<file path="src/rtl/ccu_nibble_cipher_pkg.sv">
// Shared types, S-box tables and word-level helpers for the nibble-serial SPN cipher.
// The EXPAND state exists only when CCU_NIBBLE_CIPHER_DECRYPT_EN is defined.
package ccu_cipher_pkg;

  localparam int unsigned MAXW = 64;

  typedef enum logic [2:0] {
    ST_IDLE,
    ST_LOAD,
`ifdef CCU_NIBBLE_CIPHER_DECRYPT_EN
    ST_EXPAND,
`endif
    ST_RUN,
    ST_UNLOAD
  } state_t;

  localparam logic [3:0] SBOX [16] = '{
    4'hC, 4'h5, 4'h6, 4'hB, 4'h9, 4'h0, 4'hA, 4'hD,
    4'h3, 4'hE, 4'hF, 4'h8, 4'h4, 4'h7, 4'h1, 4'h2
  };

  localparam logic [3:0] SBOX_INV [16] = '{
    4'h5, 4'hE, 4'hF, 4'h8, 4'hC, 4'h1, 4'h2, 4'hD,
    4'hB, 4'h4, 4'h6, 4'h3, 4'h0, 4'h7, 4'h9, 4'hA
  };

  // Helpers operate on a MAXW container; only the low w bits are meaningful.
  function automatic logic [MAXW-1:0] rotl_word(input logic [MAXW-1:0] x, input int unsigned w);
    logic [MAXW-1:0] r;
    r = '0;
    for (int unsigned i = 0; i < MAXW; i++)
      if (i < w) r[6'((i + 4) % w)] = x[6'(i)];
    return r;
  endfunction

  function automatic logic [MAXW-1:0] rotr_word(input logic [MAXW-1:0] x, input int unsigned w);
    logic [MAXW-1:0] r;
    r = '0;
    for (int unsigned i = 0; i < MAXW; i++)
      if (i < w) r[6'(i)] = x[6'((i + 4) % w)];
    return r;
  endfunction

  function automatic logic [MAXW-1:0] sbox_word(input logic [MAXW-1:0] x, input int unsigned w);
    logic [MAXW-1:0] r;
    r = '0;
    for (int unsigned n = 0; n < MAXW / 4; n++)
      if (n * 4 < w) r[6'(n * 4) +: 4] = SBOX[x[6'(n * 4) +: 4]];
    return r;
  endfunction

  function automatic logic [MAXW-1:0] inv_sbox_word(input logic [MAXW-1:0] x, input int unsigned w);
    logic [MAXW-1:0] r;
    r = '0;
    for (int unsigned n = 0; n < MAXW / 4; n++)
      if (n * 4 < w) r[6'(n * 4) +: 4] = SBOX_INV[x[6'(n * 4) +: 4]];
    return r;
  endfunction

  function automatic logic [MAXW-1:0] key_step(input logic [MAXW-1:0] k, input int unsigned w,
                                               input logic [3:0] c);
    logic [MAXW-1:0] r;
    r = rotl_word(k, w);
    r[3:0] = r[3:0] ^ c;
    return r;
  endfunction

  function automatic logic [MAXW-1:0] key_unstep(input logic [MAXW-1:0] k, input int unsigned w,
                                                 input logic [3:0] c);
    logic [MAXW-1:0] t;
    t = k;
    t[3:0] = t[3:0] ^ c;
    return rotr_word(t, w);
  endfunction

endpackage

</file>
<file path="src/rtl/ccu_nibble_cipher_sbox4.sv">
// 4-bit PRESENT S-box, forward or inverse selected by inv.
module ccu_sbox4
  import ccu_cipher_pkg::*;
(
  input  logic [3:0] x,
  input  logic       inv,
  output logic [3:0] y
);

  assign y = inv ? SBOX_INV[x] : SBOX[x];

endmodule

</file>
<file path="src/rtl/ccu_nibble_cipher.sv">
// Nibble-serial toy SPN cipher with valid/ready load/unload and a one-round-per-cycle engine.
// Decryption (mode=1, EXPAND state) is built only with CCU_NIBBLE_CIPHER_DECRYPT_EN.
module ccu_nibble_cipher
  import ccu_cipher_pkg::*;
#(
  parameter int unsigned NIBBLES = 4,
  parameter int unsigned ROUNDS  = 4
) (
  input  logic       clk,
  input  logic       reset,
  input  logic       in_valid,
  output logic       in_ready,
  input  logic [3:0] data_in,
  input  logic [3:0] key_in,
  input  logic       mode,
  output logic       out_valid,
  input  logic       out_ready,
  output logic [3:0] data_out,
  output logic       busy
);

  localparam int unsigned W   = 4 * NIBBLES;
  localparam int unsigned NCW = $clog2(NIBBLES + 1);
  localparam int unsigned RCW = $clog2(ROUNDS + 1);

  state_t         state, state_next, load_done;
  logic [W-1:0]   s, k;
  logic [NCW-1:0] ncnt;
  logic [RCW-1:0] rcnt;
  logic           accept, nib_last, rnd_last, dec;
  logic [W-1:0]   sb_in, sb_out, s_round, k_fwd, k_round;

  assign accept   = in_valid && in_ready;
  assign nib_last = (ncnt == NCW'(NIBBLES - 1));
  assign rnd_last = (rcnt == RCW'(ROUNDS - 1));

`ifdef CCU_NIBBLE_CIPHER_DECRYPT_EN
  logic mode_r;
  assign dec = mode_r;
`else
  logic unused_mode;
  assign unused_mode = mode;
  assign dec = 1'b0;
`endif

  for (genvar g = 0; g < NIBBLES; g++) begin : g_sbox
    ccu_sbox4 u_sbox (
      .x   (sb_in[4*g +: 4]),
      .inv (dec),
      .y   (sb_out[4*g +: 4])
    );
  end

  // Decrypt folds the initial whitening with k_ROUNDS into the first RUN cycle.
  always_comb begin
    sb_in = s ^ k;
`ifdef CCU_NIBBLE_CIPHER_DECRYPT_EN
    if (dec) sb_in = W'(rotr_word(MAXW'((rcnt == '0) ? (s ^ k) : s), W));
`endif
  end

  always_comb begin
    k_fwd   = W'(key_step(MAXW'(k), W, 4'(rcnt) + 4'd1));
    k_round = k_fwd;
    s_round = W'(rotl_word(MAXW'(sb_out), W));
    if (rnd_last) s_round = s_round ^ k_fwd;
`ifdef CCU_NIBBLE_CIPHER_DECRYPT_EN
    if (dec) begin
      k_round = W'(key_unstep(MAXW'(k), W, 4'(ROUNDS) - 4'(rcnt)));
      s_round = sb_out ^ k_round;
    end
`endif
  end

  always_ff @(posedge clk) begin
    if (reset) state <= ST_IDLE;
    else       state <= state_next;
  end

  always_comb begin
    state_next = state;
    in_ready   = 1'b0;
    out_valid  = 1'b0;
    busy       = 1'b1;
`ifdef CCU_NIBBLE_CIPHER_DECRYPT_EN
    load_done  = (((state == ST_IDLE) ? mode : mode_r) == 1'b1) ? ST_EXPAND : ST_RUN;
`else
    load_done  = ST_RUN;
`endif
    case (state)
      ST_IDLE: begin
        in_ready = 1'b1;
        busy     = 1'b0;
        if (in_valid) state_next = nib_last ? load_done : ST_LOAD;
      end
      ST_LOAD: begin
        in_ready = 1'b1;
        if (in_valid && nib_last) state_next = load_done;
      end
`ifdef CCU_NIBBLE_CIPHER_DECRYPT_EN
      ST_EXPAND: if (rnd_last) state_next = ST_RUN;
`endif
      ST_RUN:    if (rnd_last) state_next = ST_UNLOAD;
      ST_UNLOAD: begin
        out_valid = 1'b1;
        if (out_ready && nib_last) state_next = ST_IDLE;
      end
      default:   state_next = ST_IDLE;
    endcase
  end

  assign data_out = out_valid ? s[W-1 -: 4] : '0;

  always_ff @(posedge clk) begin
    if (reset) begin
      s    <= '0;
      k    <= '0;
      ncnt <= '0;
      rcnt <= '0;
`ifdef CCU_NIBBLE_CIPHER_DECRYPT_EN
      mode_r <= 1'b0;
`endif
    end else begin
      case (state)
        ST_IDLE, ST_LOAD: begin
          if (accept) begin
            s    <= W'({s, data_in});
            k    <= W'({k, key_in});
            ncnt <= nib_last ? '0 : ncnt + NCW'(1);
            rcnt <= '0;
`ifdef CCU_NIBBLE_CIPHER_DECRYPT_EN
            if (state == ST_IDLE) mode_r <= mode;
`endif
          end
        end
`ifdef CCU_NIBBLE_CIPHER_DECRYPT_EN
        ST_EXPAND: begin
          k    <= k_fwd;
          rcnt <= rnd_last ? '0 : rcnt + RCW'(1);
        end
`endif
        ST_RUN: begin
          s    <= s_round;
          k    <= k_round;
          rcnt <= rnd_last ? '0 : rcnt + RCW'(1);
        end
        ST_UNLOAD: begin
          k <= '0;
          if (out_ready) begin
            s    <= W'({s, 4'h0});
            ncnt <= nib_last ? '0 : ncnt + NCW'(1);
          end
        end
        default: ;
      endcase
    end
  end

endmodule
</file>
<file path="config.mk">
export PLATFORM = sky130hd
export DESIGN_NAME = ccu_nibble_cipher
export DESIGN_NICKNAME = d
export VERILOG_FILES = /design/src/rtl/ccu_nibble_cipher_pkg.sv /design/src/rtl/ccu_nibble_cipher_sbox4.sv /design/src/rtl/ccu_nibble_cipher.sv
export SDC_FILE = /design/constraint.sdc
export NUM_CORES = 1
export LEC_CHECK = 0
export ABC_AREA = 0
export CORE_ASPECT_RATIO = 1.1
export CORE_MARGIN = 2
export CORE_UTILIZATION = 57
export CTS_BUF_LIST = sky130_fd_sc_hd__clkbuf_2
export CTS_CLUSTER_SIZE = 12
export DETAILED_ROUTE_END_ITERATION = 16
export HOLD_SLACK_MARGIN = 0.15
export MAX_ROUTING_LAYER = met4
export PLACE_DENSITY = 0.77
export SLEW_MARGIN = 30
export SYNTH_ARGS = -nofsm -noshare
export SYNTH_HDL_FRONTEND = slang
export SYNTH_HIERARCHICAL = 1
export SYNTH_SLANG_ARGS = --single-unit
</file>
<file path="constraint.sdc">
create_clock -name clk -period 2.7 [get_ports clk]
set_input_delay 0.54 -clock clk [delete_from_list [all_inputs] [get_ports clk]]
set_output_delay 0.54 -clock clk [all_outputs]
set_load 0.005 [all_outputs]
</file>
==> metrics.md <==
| Metric | Value |
|---|---|
| WL per Instance | `15.49 microns` |
| Min Hold Slack | `0.4571 ns` |
| Worst Max-Slew Pin Slew | `0.6624 ns` |
| Post CTS Setup Buffer Count | `0` |
| Critical Path End Type | `output pin` |
| Worst-path cell chain | `inv_1 -> ha_1 -> or2_2 -> clkdlybuf4s50_1` |
| Status | `finished clean` |
| Reg2reg start | `k[9]` |
| Top cells by area, synth | `dfxtp_1 22%, ha_1 12%, mux4_2 5.4%` |
| Hold Crit Depth | `2` |
| Internal Pwr Total | `2.524 mW` |
| Hold buffer count at cts | `0` |
| Startpoint Class | `register` |
| Reg2reg end | `s[12]` |
| Reg2reg path depth | `9` |
| Mapped Area | `0.003724 sq mm` |
| Final Power | `4.854 mW` |
| Setup violators final | `0` |
| Vias in the first global route | `3129` |
| Initial DRC count | `211` |
| Most used DFF post-synth | `dfxtp_1` |
| R2r setup slk | `0.16 ns` |
| Skew-Pair Late Insertion Delay | `0.43 ns` |
| H-tree lvl count | `2` |
| CP peak stage delay | `0.45 ns` |
| Most frequent cells in the layout | `45 x nor2_1, 39 x nand2_1, 39 x dfxtp_1` |
| Filler Cells Inserted | `570` |
| Final core utilization | `65.10%` |
| Clk root buf | `clkbuf_2` |
| Largest net degree at the start of global routing | `24` |
| Psw | `2.329 mW` |
| Post-layout min period | `2.558 ns` |
| Hold path start | `ncnt[2]` |
| Clock share of power | `7.5%` |
| RSZ-0062 raised after global routing | `no` |
| Initial Util | `59.76%` |
| Crit Path Max Fanout | `7` |
| WP data required | `2.16 ns` |
| Routability cong. | `0.8412` |
| Synth warn | `6` |
| Combinational cell fraction of total power | `73.1%` |
| Final worst-path cycle share | `94.74%` |
| Worst min path class | `register to register` |
| Post-placement cell area | `0.003985 sq mm` |
| I/O pin count | `20` |
| Distinct cell type count after synthesis | `50` |
| Die area | `0.007196 sq mm` |
| Via count | `3346` |
| Nets@finish | `529` |
| Post-synth top area share | `21.51%` |
| Final hold viol count | `0` |
| Buffers on Ports | `18` |
| Die Y | `88.77 microns` |
| CP max stage cell | `clkdlybuf4s50_1` |
| Die width | `81.07 microns` |
| Worst VDD drop | `0.6890 mV` |
| Cell count after synthesis | `457` |
| Post-synth EDFFs | `0` |
| Fraction of layout cells with a size suffix above 1 | `11.85%` |
| Finished Cell Area | `0.004056 sq mm` |
| Worst Skew | `0.02206 ns` |
| Vias/cell | `5.964` |
| GRT Total Usage | `25.91%` |
| Initial antenna violation count | `0` |
| Row count | `30` |
| WHS Endpoint | `ncnt[2]` |
| Power density over cell area | `1197 mW/mm^2` |
| Residual DRC | `0` |
| P&R area growth vs syn | `8.938%` |
| Cell taking the most area after synthesis | `dfxtp_1` |
| Total core area | `0.006231 sq mm` |
| Setup TNS | `0 ns` |
| Kind of critical path | `register to output pin` |
| Global route overflow | `0` |
| Clock sink total | `40` |
| Post-DP HPWL | `6379 microns` |
| Total CTS buffers | `5` |
| TritonCTS clock tree | `done` |
| Sequential fraction of the synthesis area | `21.51%` |
| Routed wire length | `8692 microns` |
| Number of max-cap violations | `0` |
| Pre-antenna DRT Iters | `5` |
| Fmax | `390.9 MHz` |
| Crit path arrival time | `2.02 ns` |
| Async SR Flop Fraction | `0%` |
| Relative slew slack | `55.69%` |
| Post-route ant nets | `0` |
| First-pass GRT wire length | `14260 microns` |
| Sequential group share of total power | `19.4%` |
| CTS max path bufs | `2` |
| Slew Limit Fails | `0` |
| Synthesized area per cell | `8.148 sq um` |
| Leading cell type in the layout, fill and taps excluded | `nor2_1` |
| Ant. Diodes | `0` |
| Clk slew on worst S/H paths | `0.20 ns` |
| Leakage | `1.670 nW` |
| Switching Share | `47.99%` |
| Synth Register Bits | `40` |
kinds of logic (layout without fill, tap and decap cells):
| kind of cell | Yosys count | count (layout) | synth area share (%) |
|---|---|---|---|
| compound gates | 124 | 124 | 23.56 |
| buf+inv | 59 | 72 | 8.367 |
| simple gates | 144 | 144 | 18.18 |
| xor+xnor | 33 | 33 | 7.762 |
| fa+ha+maj | 36 | 36 | 12.10 |
| flops | 40 | 40 | 21.51 |
| mux | 20 | 20 | 8.434 |
| other cells | 1 | 12 | 0.1007 |
worst max-delay path by stage:
| stage | startpoint | end | depth (start not counted) |
|---|---|---|---|
| 5_1_grt | k[9] | s[12] | 9 |
| 2_1_floorplan | k[12] | s[0] | 10 |
| 3_5_place_dp | k[9] | s[12] | 9 |
| 6_report | state[0] | in_ready | 4 |
| 4_1_cts | state[1] | in_ready | 4 |
| 3_3_place_gp | k[9] | s[12] | 9 |
Yosys cell counts (all sizes together) (13+ instances only):
| library cell | number |
|---|---|
| a221oi | 18 |
| a21oi | 25 |
| nand2 | 39 |
| nor2 | 45 |
| ha | 36 |
| o21ai | 37 |
| dfxtp | 40 |
| inv | 25 |
| xor2 | 18 |
| nand3 | 17 |
| buf | 22 |
| xnor2 | 15 |
| nand3b | 13 |
per-layer routing:
| metal | GRT usage, % | part of all wire [%] | up-vias | wire length (microns) |
|---|---|---|---|---|
| met1 | 31.36 | 45 | 1593 | 3916 |
| met5 | - | 0 | - | 0 |
| met2 | 44.85 | 51 | 80 | 4422 |
| met3 | 3.673 | 2.9 | 14 | 249 |
| li1 | - | - | 1659 | - |
| met4 | 7.242 | 1.2 | 0 | 104 |
metrics by stage:
step,std cells,setup slack (ns)
4_1_cts,561,0.09298
6_report,561,0.1420
5_1_grt,561,0.002780
3_5_place_dp,553,0.1758
3_3_place_gp,553,0.2415
2_1_floorplan,468,0.1844
flip-flops by register name (all words and copies together), names as in the netlist:
name	cells
k	16
ncnt	3
rcnt	3
s	16
state	2
timing repair:
item | in CTS | in global routing
endpoints found under the setup margin | 0 | 3
gates resized for setup | 0 | 2
hold endpoints to repair | 0 | 0
power by group through the flow:
| stage | combinational [mW] | sequential (mW) | clock, mW |
|---|---|---|---|
| 2_1_floorplan | 2.82 | 0.893 | 0 |
| 3_3_place_gp | 3.36 | 0.939 | 0 |
| 3_5_place_dp | 3.48 | 0.948 | 0 |
| 4_1_cts | 3.49 | 0.935 | 0.369 |
| 5_1_grt | 3.93 | 0.963 | 0.396 |
| 6_report | 3.55 | 0.940 | 0.364 |
final cells by class:
class                           count  area (sq um)  area share [%]
Tap cell                           80         100.1           2.468
Multi-Input combinational cell    369          2655           65.45
Sequential cell                    40         802.0           19.77
Clock inverter                      3         42.54           1.049
Inverter                           25         93.84           2.313
Clock buffer                        5         25.02          0.6169
Timing Repair Buffer               39         337.8           8.328
critical path: cells and delay by family, from the launching register on:
kind	cells	cell delay, ns
adders and majority gates	1	0.31
buffers and inverters	2	0.54
DFF	1	0.42
and+or+nand+nor	1	0.33
(Power assumes the default switching activity.)
